--- src/rtl/ram_8x72_queue_ctrl.sv ---
// rtl/ram_8x72_queue_ctrl.sv - ready/valid FIFO controller around an external 8x72 two-port RAM
// The queue holds up to DEPTH RAM entries plus one registered output slot.
module ram_8x72_queue_ctrl #(
    parameter int WIDTH = 72,
    parameter int DEPTH = 8
) (
    input  logic             clock,
    input  logic             reset_n,
    input  logic             enq_valid,
    output logic             enq_ready,
    input  logic [WIDTH-1:0] enq_bits,
    output logic             deq_valid,
    input  logic             deq_ready,
    output logic [WIDTH-1:0] deq_bits,
    output logic [3:0]       count,
    output logic [2:0]       R0_addr,
    output logic             R0_en,
    input  logic [WIDTH-1:0] R0_data,
    output logic [2:0]       W0_addr,
    output logic             W0_en,
    output logic [WIDTH-1:0] W0_data
);

    localparam logic [3:0] FULL_CNT = 4'(DEPTH);

    logic [2:0]       wr_ptr;
    logic [2:0]       rd_ptr;
    logic [3:0]       ram_cnt;
    logic             out_valid;
    logic [WIDTH-1:0] out_data;

    logic enq_fire;
    logic deq_fire;
    logic slot_free;
    logic do_read;
    logic bypass;
    logic do_write;

    // enq_ready looks only at registered RAM occupancy, so the producer never
    // sees a combinational path from deq_ready.
    assign enq_ready = (ram_cnt != FULL_CNT);
    assign enq_fire  = enq_valid & enq_ready;
    assign deq_fire  = out_valid & deq_ready;
    assign slot_free = ~out_valid | deq_fire;

    assign do_read   = slot_free & (ram_cnt != 4'd0);
    assign bypass    = slot_free & (ram_cnt == 4'd0) & enq_fire;
    assign do_write  = enq_fire & ~bypass;

    assign R0_en     = do_read;
    assign R0_addr   = rd_ptr;
    assign W0_en     = do_write;
    assign W0_addr   = wr_ptr;
    assign W0_data   = enq_bits;

    assign deq_valid = out_valid;
    assign deq_bits  = out_data;
    assign count     = ram_cnt + {3'b000, out_valid};

    always_ff @(posedge clock or negedge reset_n) begin
        if (!reset_n) begin
            wr_ptr    <= 3'd0;
            rd_ptr    <= 3'd0;
            ram_cnt   <= 4'd0;
            out_valid <= 1'b0;
            out_data  <= '0;
        end else begin
            // R0_data is only sampled on a granted read, keeping RAM X out of state.
            if (do_read) begin
                out_data  <= R0_data;
                out_valid <= 1'b1;
                rd_ptr    <= rd_ptr + 3'd1;
            end else if (bypass) begin
                out_data  <= enq_bits;
                out_valid <= 1'b1;
            end else if (slot_free) begin
                out_valid <= 1'b0;
            end

            if (do_write) begin
                wr_ptr <= wr_ptr + 3'd1;
            end

            case ({do_write, do_read})
                2'b10:   ram_cnt <= ram_cnt + 4'd1;
                2'b01:   ram_cnt <= ram_cnt - 4'd1;
                default: ram_cnt <= ram_cnt;
            endcase
        end
    end

endmodule
--- config.mk ---
export PLATFORM = sky130hd
export DESIGN_NAME = ram_8x72_queue_ctrl
export DESIGN_NICKNAME = d
export VERILOG_FILES = /design/src/rtl/ram_8x72_queue_ctrl.sv
export SDC_FILE = /design/constraint.sdc
export NUM_CORES = 1
export LEC_CHECK = 0
export ABC_AREA = 1
export CAP_MARGIN = 20
export CELL_PAD_IN_SITES_DETAIL_PLACEMENT = 1
export CELL_PAD_IN_SITES_GLOBAL_PLACEMENT = 1
export CORE_AREA = 2 2 119 121
export CTS_BUF_LIST = sky130_fd_sc_hd__clkbuf_4
export CTS_CLUSTER_DIAMETER = 200
export DETAILED_ROUTE_END_ITERATION = 10
export DIE_AREA = 0 0 121 123
export DONT_BUFFER_PORTS = 1
export PLACE_DENSITY_LB_ADDON = 0.1
export SYNTH_ARGS = -nofsm -noshare
export SYNTH_HDL_FRONTEND = slang
export SYNTH_SLANG_ARGS = --single-unit
--- constraint.sdc ---
create_clock -name clock -period 2.7 [get_ports clock]
set_input_delay 0.54 -clock clock [delete_from_list [all_inputs] [get_ports clock]]
set_output_delay 0.54 -clock clock [all_outputs]
set_load 0.03 [all_outputs]
==> summary.md <==
| Metric | Value |
|---|---|
| Status | completed |
| Total negative slack | 0 ps |
| Layout Nets | 765 |
| Die Area | 14900 um^2 |
| Largest net degree at the start of global routing | 84 |
| Net Sw Frac | 55.1% |
| Worst Skew | 16.1 ps |
| Slew margin rel. | 48.7% |
| Area Growth Syn to Fin | -6.04% |
| Worst-Skew Late Latency | 440 ps |
| Number of synthesized flops with an enable pin | 0 |
| CP Data Required Time | 2160 ps |
| Postcts setup bufs | 0 |
| Hold buffer count at CTS | 2 |
| Met1 GRT Util | 20.5% |
| Commonest cells post-synth | nand2_1, dfrtp_1, nand3_1 |
| Clock share of power | 10.7% |
| Layout cells sized above 1 | 5.06% |
| Ys async rst share | 100% |
| Seq/Total Area, Yosys | 42.0% |
| Worst hold margin | 248 ps |
| CTS tree | yes |
| Gr ovfl total | 0 |
| Number of synthesized register bits | 83 |
| Hold Fails Final Rpt | 0 |
| Met2 Use GR | 33.4% |
| CP Class | reg2out |
| Fill cell count | 1753 |
| Crit path DAT | 1960 ps |
| Avg Synthesized Cell Area | 7.13 um^2 |
| Lkg Pwr | 2.65 nW |
| Unrepaired setup endpoints after global routing | false |
| Netlist Area Pre-Place | 4950 um^2 |
| Clk slew on worst S/H paths | 130 ps |
| Final period utilization | 92.5% |
| Die height | 123 um |
| Maximum clock insertion buffer count | 2 |
| Gr busiest metal | met2 |
| Post-layout util | 34.2% |
| DR iter-0 viols | 160 |
| Syn Inst Count | 694 |
| Top Ports | 306 |
| Worst hold path class | in2reg |
| Power Density | 1220 nW/um^2 |
| Clock Sinks | 83 |
| PostCTS Resize Cnt | 0 |
| Switching pwr | 3.13 mW |
| Placer congestion estimate | 0.832 |
| Largest cells by area after synthesis | dfrtp_1, nand2_1, buf_4, nand3_1, buf_2 |
| IO Port Bufs | 0 |
| Post-route DRC violation count | 0 |
| Maximum vdd drop | 725 uV |
| Tmin final | 2500 ps |
| Total routed wirelength | 13.8 mm |
| CTS root buf | clkbuf_4 |
| Comb pwr share | 32.9% |
| Starting density of the core | 36.4% |
| Post-synthesis cell type count | 21 |
| Core Area | 13600 um^2 |
| Antenna-violating nets left | 0 |
| Number of global-route vias before repair | 4110 |
| Top FF cell, synth | dfrtp_1 |
| Reg power frac | 56.3% |
| Wire length per cell | 17.3 um |
| Max-cap viol count | 0 |
| Pins Over Slew Limit | 0 |
| CTS H-Tree Depth | 3 |
| # rows | 43 |
| Met3 Resource Use GR | 7.15% |
| Post-Syn Nets | 850 |
| Worst setup SP type | flop |
| Post-synth top area cell | dfrtp_1 |
| Post-synth top area share | 42.0% |
| Setup-failing EPs final | 0 |
| Worst slew pin tran | 769 ps |
| Initial DRT Pass Iterations | 4 |
| Via count | 3951 |
| Drt via density | 4.98 |
| Synthesis warning total | 0 |
| Achievable Freq | 400 MHz |
| First-pass GRT wire length | 21.6 mm |
| Initial antenna violation count | 0 |
| CP Max Fanout | 6 |
| Crit end category | output port |
| GRT Resource Usage Total | 18.7% |
| Count leader, synth | nand2_1 |
| CTS Buf Count | 9 |
| Post-DP HPWL | 9.99 mm |
| Die width | 121 um |
| N_diodes | 0 |
| Internal cell power | 2.55 mW |
[sequential cells by signal, summed over array words and instances (netlist names)]
register   count
W0_addr        3
deq_valid      1
ram_cnt        4
R0_addr        3
deq_bits      72
[layer usage]
layer	up-vias	routed length [um]
li1	1892	-
met1	1874	5260
met2	170	6920
met3	15	1350
met4	0	217
met5	-	0
[area by class of cell]
cell class | instances | area [um^2] | area share (%)
well taps | 180 | 225 | 4.84
flip-flops and latches | 83 | 2080 | 44.6
clock buffers | 11 | 82.6 | 1.78
clock inverters | 4 | 18.8 | 0.403
repair buffers | 13 | 120 | 2.58
inverters | 11 | 41.3 | 0.888
multi-input cells | 491 | 2090 | 44.9
[power by group through the flow]
| stage | Combinational [mW] | Clock (mW) | Sequential, mW |
|---|---|---|---|
| floorplan | 1.72 | 0 | 3.04 |
| global placement | 1.80 | 0 | 3.24 |
| detailed placement | 1.89 | 0 | 3.24 |
| CTS | 1.93 | 0.653 | 3.22 |
| global route | 2.19 | 0.701 | 3.28 |
| finish | 1.87 | 0.610 | 3.20 |
[critical path: stages, from the launching register on]
cell,delay [ps]
dfrtp_1,520
nor2_4,90
nand2_1,300
nand2_1,130
nor2_1,270
buf_4,220
[metrics by stage]
stage | area (um^2) | instances | total power [mW] | worst slack, ps
after floorplan | 4950 | 694 | 4.76 | 497
after global placement | 4510 | 776 | 5.04 | 520
after detailed placement | 4510 | 776 | 5.13 | 369
after CTS | 4650 | 793 | 5.80 | 143
after global routing | 4650 | 793 | 6.16 | 6.93
final | 4650 | 793 | 5.68 | 201
[logic make-up (layout without fill, tap and decap cells)]
kind of cell	Yosys count	in the layout	share of synthesized area (%)
xor+xnor	7	7	1.24
fa+ha+maj	8	8	2.17
compound gates	4	4	0.404
buf+inv	120	39	15.9
flops	83	83	42.0
simple gates	472	472	38.3
[worst paths after layout]
check / cells after the start / endpoint / slack [ps] / start
worst min-delay path: 2 / deq_valid / 250 / enq_valid
max in group asynchronous: 2 / ram_cnt[1] / 1650 / reset_n
worst min register to register: 2 / ram_cnt[3] / 570 / ram_cnt[3]
worst max register to register: 9 / ram_cnt[3] / 370 / ram_cnt[1]
worst max-delay path: 5 / W0_en / 200 / ram_cnt[1]
min in group asynchronous: 2 / deq_bits[55] / 650 / reset_n
[cells in the final DEF, fill, tap and decap left out, types with 2 or more instances in the layout]
master	instances
buf_4	11
clkbuf_4	11
clkinv_1	3
dfrtp_1	83
ha_1	7
inv_1	10
nand2_1	385
nand2_2	3
nand3_1	78
nor2_1	2
o21ai_0	3
xnor2_1	3
xor2_1	4
Power figures use the tool's default switching activity.
